**config.mk**
```make
export PLATFORM = sky130hd
export DESIGN_NAME = gpio_ctrl
export DESIGN_NICKNAME = d
export VERILOG_FILES = /design/src/rtl/gpio_ctrl.sv
export SDC_FILE = /design/constraint.sdc
export NUM_CORES = 1
export LEC_CHECK = 0
export ABC_CLOCK_PERIOD_IN_PS = 2600
export BUFFER_PORTS_ARGS = -buffer_cell sky130_fd_sc_hd__buf_2
export CORE_ASPECT_RATIO = 0.7
export CORE_MARGIN = 3
export CORE_UTILIZATION = 45
export CTS_CLUSTER_DIAMETER = 50
export DETAILED_ROUTE_END_ITERATION = 7
export MAX_ROUTING_LAYER = met4
export PLACE_DENSITY = 0.78
export SKIP_LAST_GASP = 1
export SYNTH_ARGS = -nofsm -noshare
export SYNTH_HDL_FRONTEND = slang
export SYNTH_SLANG_ARGS = --single-unit
```
**constraint.sdc**
```tcl
create_clock -name clk -period 2.6 [get_ports clk]
set_input_delay 0.39 -clock clk [delete_from_list [all_inputs] [get_ports clk]]
set_output_delay 0.39 -clock clk [all_outputs]
set_load 0.01 [all_outputs]
```
**src/rtl/gpio_ctrl.sv**
```systemverilog
// Wishbone-mapped GPIO controller: output register with set/clear aliases,
// synchronised inputs, per-pin edge capture into sticky W1C status and a
// level interrupt towards the CPU.
module gpio_ctrl #(
    parameter int unsigned WIDTH       = 22,
    parameter int unsigned SYNC_STAGES = 2
) (
    input  logic             clk,
    input  logic             arstn,
    input  logic [31:0]      wb_adr,
    input  logic [31:0]      wb_dat_i,
    output logic [31:0]      wb_dat_o,
    input  logic             wb_we,
    input  logic [3:0]       wb_sel,
    input  logic             wb_stb,
    input  logic             wb_cyc,
    output logic             wb_ack,
    output logic [WIDTH-1:0] gpio_o,
    input  logic [WIDTH-1:0] gpio_i,
    output logic             irq
);

    localparam logic [2:0] AddrOut    = 3'd0;
    localparam logic [2:0] AddrIn     = 3'd1;
    localparam logic [2:0] AddrRiseEn = 3'd2;
    localparam logic [2:0] AddrFallEn = 3'd3;
    localparam logic [2:0] AddrStatus = 3'd4;
    localparam logic [2:0] AddrOutSet = 3'd5;
    localparam logic [2:0] AddrOutClr = 3'd6;

    // Register state
    logic [WIDTH-1:0] out_q, out_d;
    logic [WIDTH-1:0] rise_en_q, rise_en_d;
    logic [WIDTH-1:0] fall_en_q, fall_en_d;
    logic [WIDTH-1:0] status_q, status_d;

    // Input path state
    logic [SYNC_STAGES-1:0][WIDTH-1:0] sync_q;
    logic [WIDTH-1:0]                  sync;
    logic [WIDTH-1:0]                  prev_q;
    logic [WIDTH-1:0]                  rise;
    logic [WIDTH-1:0]                  fall;

    // Bus state
    logic        ack_q;
    logic [31:0] dat_q, dat_d;
    logic        req;
    logic        wr;
    logic [2:0]  adr;
    logic [WIDTH-1:0] wdata;
    logic [WIDTH-1:0] bmask;
    logic [WIDTH-1:0] wbits;
    logic [WIDTH-1:0] w1c_mask;
    logic [31:0] rdata;

    // Address and data bits outside the decoded range are deliberately ignored.
    logic unused_bus_bits;
    assign unused_bus_bits = ^{wb_adr[31:5], wb_adr[1:0], wb_dat_i, wb_sel};

    // A request is only taken when no ack is outstanding, so ack is a
    // one-cycle pulse and back-to-back requests complete every 2 cycles.
    assign req   = wb_cyc & wb_stb & ~ack_q;
    assign wr    = req & wb_we;
    assign adr   = wb_adr[4:2];
    assign wdata = wb_dat_i[WIDTH-1:0];

    // Expand byte enables to a per-pin write mask.
    always_comb begin
        bmask = '0;
        for (int i = 0; i < int'(WIDTH); i++) begin
            bmask[i] = wb_sel[i >> 3];
        end
    end

    assign wbits = wdata & bmask;

    // Edge detection on the synchronised input.
    assign sync = sync_q[SYNC_STAGES-1];
    assign rise = sync & ~prev_q;
    assign fall = ~sync & prev_q;

    // Synchroniser chain and previous-value flop for edge detection.
    always_ff @(posedge clk or negedge arstn) begin
        if (!arstn) begin
            sync_q <= '0;
            prev_q <= '0;
        end else begin
            sync_q <= {sync_q[SYNC_STAGES-2:0], gpio_i};
            prev_q <= sync;
        end
    end

    // Register write decode; unselected bytes keep their old value.
    always_comb begin
        out_d     = out_q;
        rise_en_d = rise_en_q;
        fall_en_d = fall_en_q;
        w1c_mask  = '0;
        if (wr) begin
            case (adr)
                AddrOut:    out_d     = (out_q & ~bmask) | wbits;
                AddrRiseEn: rise_en_d = (rise_en_q & ~bmask) | wbits;
                AddrFallEn: fall_en_d = (fall_en_q & ~bmask) | wbits;
                AddrStatus: w1c_mask  = wbits;
                AddrOutSet: out_d     = out_q | wbits;
                AddrOutClr: out_d     = out_q & ~wbits;
                default:    ;
            endcase
        end
    end

    // Sticky status: a fresh edge overrides a same-cycle clear of that bit.
    always_comb begin
        status_d = (status_q & ~w1c_mask) | (rise & rise_en_q) | (fall & fall_en_q);
    end

    // Read mux; write-only and unmapped locations read 0.
    always_comb begin
        rdata = '0;
        case (adr)
            AddrOut:    rdata[WIDTH-1:0] = out_q;
            AddrIn:     rdata[WIDTH-1:0] = sync;
            AddrRiseEn: rdata[WIDTH-1:0] = rise_en_q;
            AddrFallEn: rdata[WIDTH-1:0] = fall_en_q;
            AddrStatus: rdata[WIDTH-1:0] = status_q;
            default:    rdata = '0;
        endcase
    end

    // Read data is only driven alongside the ack of a read.
    always_comb begin
        dat_d = (req && !wb_we) ? rdata : '0;
    end

    // Register file and bus response flops.
    always_ff @(posedge clk or negedge arstn) begin
        if (!arstn) begin
            out_q     <= '0;
            rise_en_q <= '0;
            fall_en_q <= '0;
            status_q  <= '0;
            ack_q     <= 1'b0;
            dat_q     <= '0;
        end else begin
            out_q     <= out_d;
            rise_en_q <= rise_en_d;
            fall_en_q <= fall_en_d;
            status_q  <= status_d;
            ack_q     <= req;
            dat_q     <= dat_d;
        end
    end

    assign wb_ack   = ack_q;
    assign wb_dat_o = dat_q;
    assign gpio_o   = out_q;
    assign irq      = |(status_q & (rise_en_q | fall_en_q));

endmodule

```
# After elaboration in Yosys (flattened, before gate mapping)
# Index checks and enable logic that the tools add are counted.
[word_totals]
register_bits = 177
inputBits = 95
wordCells = 55
[classes]
eq_ne = 6
mux = 5
bitwise = 27
reduce_logical = 8
[op_table]
columns = ["op", "n"]
rows = [
  ["22-bit AND", 11],
  ["22-bit bitwise OR", 7],
  ["22-bit inverter", 5],
  ["22-bit one-hot mux with 5 select lines", 1],
  ["22-bit 2-to-1 mux", 3],
  ["22-bit one-hot mux with 3 select lines", 1],
  ["22-bit OR reduction", 1],
  ["3-bit equality test, second input constant", 3],
  ["3-bit by 2-bit equality test with 1-bit output, second input constant", 2],
  ["2-bit AND reduction", 3],
  ["1-bit AND", 3],
  ["3-bit by 1-bit equality test with 1-bit output, second input constant", 1],
  ["3-bit logical NOT", 1],
  ["3-bit nonzero test", 1],
  ["1-bit logical AND", 1],
  ["1-bit logical NOT", 1],
  ["1-bit inverter", 1],
]

# Depth between registers and ports, before layout
# Gate-level depths: netlist of run 1.
[logic_depth]
depth_word = 8
ltp_mapped = 7

# Worst setup path after synthesis of run 1
# No wires, ideal clock.
[synth_path]
kind = "input to register"
start = "in wb_adr[4]"
end = "reg out_q[10] (netlist: gpio_o[10])"
arrival_ns = 1.686
slack_ns = 0.793
stages = 7
cell_sequence = "buf_2 -> nor2b_4 -> or3_1 -> buf_2 -> buf_6 -> a221o_1 -> o2bb2ai_1"
[synth_between]
elab_chain_cells = 3
word_cells_on_any_way = 6
[synth_rtl]
columns = ["item", "line_no", "text"]
rows = [
  ["start, declared", "10", "input logic [31:0] wb_adr,"],
  ["3-bit equality test or 3-bit logical NOT (tied branches)", "100", "case (adr)"],
  ["3-bit nonzero test (no source line)", "-", ""],
  ["2-bit AND reduction (no source line)", "-", ""],
  ["end signal, assigned", "145", "out_q <= out_d;"],
  ["end, declared", "32", "logic [WIDTH-1:0] out_q, out_d;"],
]
# Several ways; a longest one is shown, not always the timed one.
# A chain may end at the register's enable or synchronous reset.

==> results.cfg, run 1 <==
[die]
dieArea_um2 = 18000
fp.dieW_um = 159
die_h_um = 113
io_pins = 151
row_count = 38
initial_utilization_pct = 46.7
core_um2 = 15800

[timing]
final.setup_skew_ns = 0.00868
fin_crit_sh_pct = 96.1
hold_viol_final = 0
fmax_mhz = 400
worst_pin_slew_ns = 0.883
drv_slew = 0
setup-tns-final_ns = 0
rsz0062_at_grt = no
timing.slew.headroom_pct = 41.1
fin_crit_ns = 2.50
finalSetupViolCount = 0

[drt]
drc_errors = 0
vias = 5744
drt-total-wl_mm = 20.5
met2_length_mm = 9.52
drt-met1-wl_mm = 8.66
antenna_left = 0
wl_met3_mm = 1.89
dr.pass1.iters = 5
vias_per_cell = 6.19
drt_iter0_markers = 676
routedWlPerCell_um = 22.1
dr.max_layer_used = met4

[logic_synthesis]
syn_inst = 590
synth_ff_type = dfrtp_1
synth_most_common_cell = dfrtp_1
async_flop_share_pct = 100
synth_top_area_share_pct = 60.1
synth_edf_count = 0
synth_cell_types = 38
synthTopCellsByArea = dfrtp_1, mux2_2, a22oi_1
yosysSeqAreaShare_pct = 60.1
syn_area_um2 = 7370
ys.warnings.count = 0
synth_area_leader_cell = dfrtp_1
syn_avg_cell_area_um2 = 12.5
synth_common_cells = dfrtp_1, mux2_2, nand2_1
ys_ff_latch = 177

[grt]
grt_pass1_wl_mm = 32.4
grt_pass1_vias = 5813
overflow = 0
grt_usage_pct = 24.0
grt_antenna_before_repair = 2
grt_start_max_net_pins = 66

[worst_hold_path]
min_path_type = in2reg

[clock_tree]
post_cts_buffers = 0
cts_tree = yes
clk_pin_slew_ns = 0.07
numCtsBuffers = 17
clockRootBuffer = clkbuf_16
clock-sinks = 177
cts.path.max_buffers = 2
clock_latency_ns = 0.43
cts_max_level = 4

[worst_setup_path]
cp_max_fo = 4
worst_ep_arrival_time_ns = 2.11
cp.required_ns = 2.21
critical_path_class = reg2out
cp-start-kind = register
endpoint_kind = output pin

[placed_design]
routabilityCongestion = 0.855
place_area_um2 = 8120
port-buffer-count = 100
hpwl_mm = 13.5

[run]
drv_cap = 0

[pwr]
p_int_uw = 5030
swShare_pct = 26.2
worst_ir_drop_vdd_uv = 420
seqPwrFrac_pct = 47.2
p_leak_uw = 0.00386
power_uw = 6810
p_comb_share_pct = 12.4
power_density_nw_per_um2 = 777
power.switching_uw = 1780
pwr-share-clk_pct = 40.4

[finish]
area_growth_pct = 18.9
finish.instance_area_um2 = 8770
nets = 788
drive_gt1_share_pct = 30.9

[run_status]
status = complete, no violations
[final timing paths]
kind	start	end	slack, ns	cells after the start
worst min register to register	sync_q[7]	sync[7]	0.35	0
max in group asynchronous	arstn	gpio_o[2]	1.29	3
min in group asynchronous	arstn	sync_q[6]	0.52	2
worst max register to register	wb_ack	gpio_o[4]	0.46	4
worst max-delay path	register	irq	0.10	5
worst min-delay path	gpio_i[15]	sync_q[15]	0.06	1
[cell type report]
type,count,area (um^2)
antenna,2,5.00
clock buffer,20,457
clock inverter,12,179
fill,1267,7020
inverter,2,7.51
multi-input combinational,374,2730
sequential,177,4430
tap,220,275
timing repair buffer,121,679
[worst max-delay path, cell delays in order, from the launching register on]
cell and delay (ns):
dfrtp_1 0.41, o21ai_0 0.41, nand4_1 0.16, nor4_1 0.33, nand4_1 0.18, buf_2 0.19
[layer usage]
metal / track usage, % / up-vias
li1: - / 2405
met1: 32.7 / 2916
met2: 36.3 / 376
met3: 5.23 / 47
met4: 7.81 / 0
met5: - / -
[logic make-up (layout without fill, tap and decap cells)]
family	after synthesis	after routing	share of synthesized area [%]
AO/OA/AOI/OAI	180	180	17.6
flip-flops	177	177	60.1
AND/OR/NAND/NOR	117	117	8.65
multiplexers	66	66	10.1
buffers and inverters	48	155	3.48
other	1	12	0.0509
XOR/XNOR	1	1	0.119
[what timing repair did]
item                       CTS  global route
setup endpoints to repair    0             1
hold endpoints to repair    61             0
hold buffers                 1             0
gates resized for setup      0             1
[power groups by stage]
stage                     combinational (uW)  clock, uW  sequential (uW)
after global placement                   797          0             3220
after global routing                     915       2910             3240
after detailed placement                 832          0             3250
after CTS                                841       2780             3200
after floorplan                          460          0             3210
final                                    845       2750             3210
[stage by stage]
| stage | setup slack, ns | hold slack (ns) | util [%] | cells |
|---|---|---|---|---|
| 5_1_grt | 0.0365 | 0.0416 | 55.5 | 928 |
| 6_report | 0.102 | 0.0569 | 55.5 | 928 |
| 2_1_floorplan | 0.793 | 0.0944 | - | 599 |
| 3_3_place_gp | 0.535 | 0.331 | 51.4 | 893 |
| 4_1_cts | 0.144 | 0.0481 | 55.5 | 926 |
| 3_5_place_dp | 0.447 | 0.335 | 51.4 | 893 |
[cell usage in the layout, fill, tap and decap left out, types with 2 or more instances in the layout]
master      instances
and2_1             21
clkinvlp_4          3
nor2_1              4
dfrtp_1           177
buf_4              19
nand3b_1           23
o21ai_0            38
nand4_1             5
o21ai_1             9
o211ai_1           22
clkinv_2            2
inv_1               2
buf_2              99
o21a_1              2
mux2_2             65
bufinv_16           4
a221o_1            22
diode_2             2
clkbuf_16          17
inv_6               3
nand2_1            49
nand3_1             2
a22oi_1            42
o2bb2ai_1          22
clkbuf_8            2
o22ai_1            21
conb_1             10
and3_1              3
Note: power is estimated with default switching activity, not from simulation.
==> run 2: changes to the inputs <==
--- a/config.mk
+++ b/config.mk
@@ -12,6 +12,7 @@
 export CORE_UTILIZATION = 45
 export CTS_CLUSTER_DIAMETER = 50
 export DETAILED_ROUTE_END_ITERATION = 7
+export GPL_TIMING_DRIVEN = 0
 export MAX_ROUTING_LAYER = met4
 export PLACE_DENSITY = 0.78
 export SKIP_LAST_GASP = 1
==> run 2 against run 1 <==
Power decreased by 0.31%. Global-route usage decreased by 0.65 points. Critical path depth unchanged. Flip-flop and latch count unchanged. Sequential share of layout area down 0.47 points. Critical endpoint unchanged.
==> results.cfg, run 2 (same netlist as run 1, synthesis figures left out) <==
[run_status]
status = complete, no violations

[die]
fp.dieW_um = 159
die_h_um = 113
io_pins = 151
core_um2 = 15800
dieArea_um2 = 18000
initial_utilization_pct = 46.7
row_count = 38

[drt]
drt_iter0_markers = 439
drc_errors = 0
antenna_left = 0
vias = 5587
routedWlPerCell_um = 21.0
dr.pass1.iters = 6
drt-total-wl_mm = 20.0
vias_per_cell = 5.88

[finish]
multi_input_area_um2 = 2720
drive_gt1_share_pct = 29.6
final_cell_mix = dfrtp_1, buf_2, mux2_2
nets = 813
final_common_cell = dfrtp_1
num-fill-cells = 1374
regArea_um2 = 4430
area_growth_pct = 20.0

[worst_setup_path]
reg2reg_depth = 5
regToRegEndpoint = status_q[3]
slowest_delay_ns = 0.41
cp_max_fo = 4
regToRegSetupSlack_ns = 0.14
cp.required_ns = 2.21
endpoint_kind = output pin
cp-start-kind = register
critical_path_class = reg2out
cp_slowest_cell = dfrtp_1
worst_ep_arrival_time_ns = 2.09
r2r_start = wb_ack
cp_cell_sequence = o21ai_0 > nand4_1 > nor4_1 > nand4_1 > buf_2
crit_top_cell = nand4_1

[timing]
timing.slew.headroom_pct = 47.6
whs_ns = 0.0585
rsz0062_at_grt = no
worst_pin_slew_ns = 0.785
fin_crit_sh_pct = 95.3
final.setup_skew_ns = 0.00696
hold_viol_final = 0
setup-tns-final_ns = 0
fin_crit_ns = 2.48
fmax_mhz = 404
drv_slew = 0
finalSetupViolCount = 0

[grt]
overflow = 0
grt_pass1_vias = 5531
grt_start_max_net_pins = 122
grt_pass1_wl_mm = 31.4
grt_antenna_before_repair = 1
grt_usage_pct = 23.4

[placed_design]
port-buffer-count = 98
routabilityCongestion = 0.939
hpwl_mm = 13.3

[clock_tree]
cts_max_level = 4
clockRootBuffer = clkbuf_16
clock-sinks = 177
clock_latency_ns = 0.43
clk_pin_slew_ns = 0.07
cts.path.max_buffers = 2
cts_tree = yes
post_cts_buffers = 0
numCtsBuffers = 17

[worst_hold_path]
min_path_type = in2reg
hp-start = gpio_i[17]
hold_path_end = sync_q[17]
min_path_cells = 1

[run]
drv_cap = 0

[pwr]
worst_ir_drop_vdd_uv = 399
p_leak_uw = 0.00390
power_density_nw_per_um2 = 768
## run 2: layout make-up
type	instances	area share [%]
flip-flops and latches	177	50.1
multi-input cells	374	30.8
repair buffers	100	6.08
clock buffers	21	5.32
well taps	220	3.11
plain buffers	46	2.81
clock inverters	9	1.75
inverters	2	0.0848
diodes	1	0.0283
## run 2: layer usage
layer / up-vias / track usage (%) / share of wire, %
met5: - / - / 0
met4: 0 / 8.28 / 2.5
met3: 42 / 6.92 / 9.7
met2: 285 / 32.8 / 43
met1: 2810 / 32.5 / 45
li1: 2450 / - / -
## run 2: worst max path at each step
stage | start | to | slack [ns] | depth (start not counted)
global placement | arstn | sync[19] | -1.59 | 1
detailed placement | wb_we | status_q[3] | 0.23 | 6
global route | register | irq | 0.02 | 5
finish | register | irq | 0.12 | 5
floorplan | wb_adr[4] | gpio_o[10] | 0.79 | 7
CTS | register | irq | 0.12 | 5
## run 2: where the power goes
part	switching, uW	internal, uW
clock	1060	1680
sequential	211	2990
combinational	473	379
total	1750	5050
## run 2: stage by stage
step / utilization, % / power [uW] / instance area, um^2 / setup slack [ns] / std cells
6_report: 56.1 / 6790 / 8850 / 0.122 / 950
5_1_grt: 56.1 / 7030 / 8850 / 0.0226 / 950
4_1_cts: 56.0 / 6800 / 8850 / 0.122 / 949
3_5_place_dp: 52.0 / 4070 / 8210 / 0.234 / 918
3_3_place_gp: 51.8 / 4040 / 8170 / -1.59 / 917
2_1_floorplan: - / 3670 / 7410 / 0.793 / 599
## run 2: repair_timing
item,in CTS,in global routing
setup endpoints to repair,0,1
hold buffers,1,0
resized for setup,0,1
hold endpoints to repair,56,0
## run 2: critical path: cells and delay by family (launching register included)
kind            cells  cell delay (ns)
compound gates      1             0.39
buf+inv             1             0.18
flops               1             0.41
simple gates        3             0.68
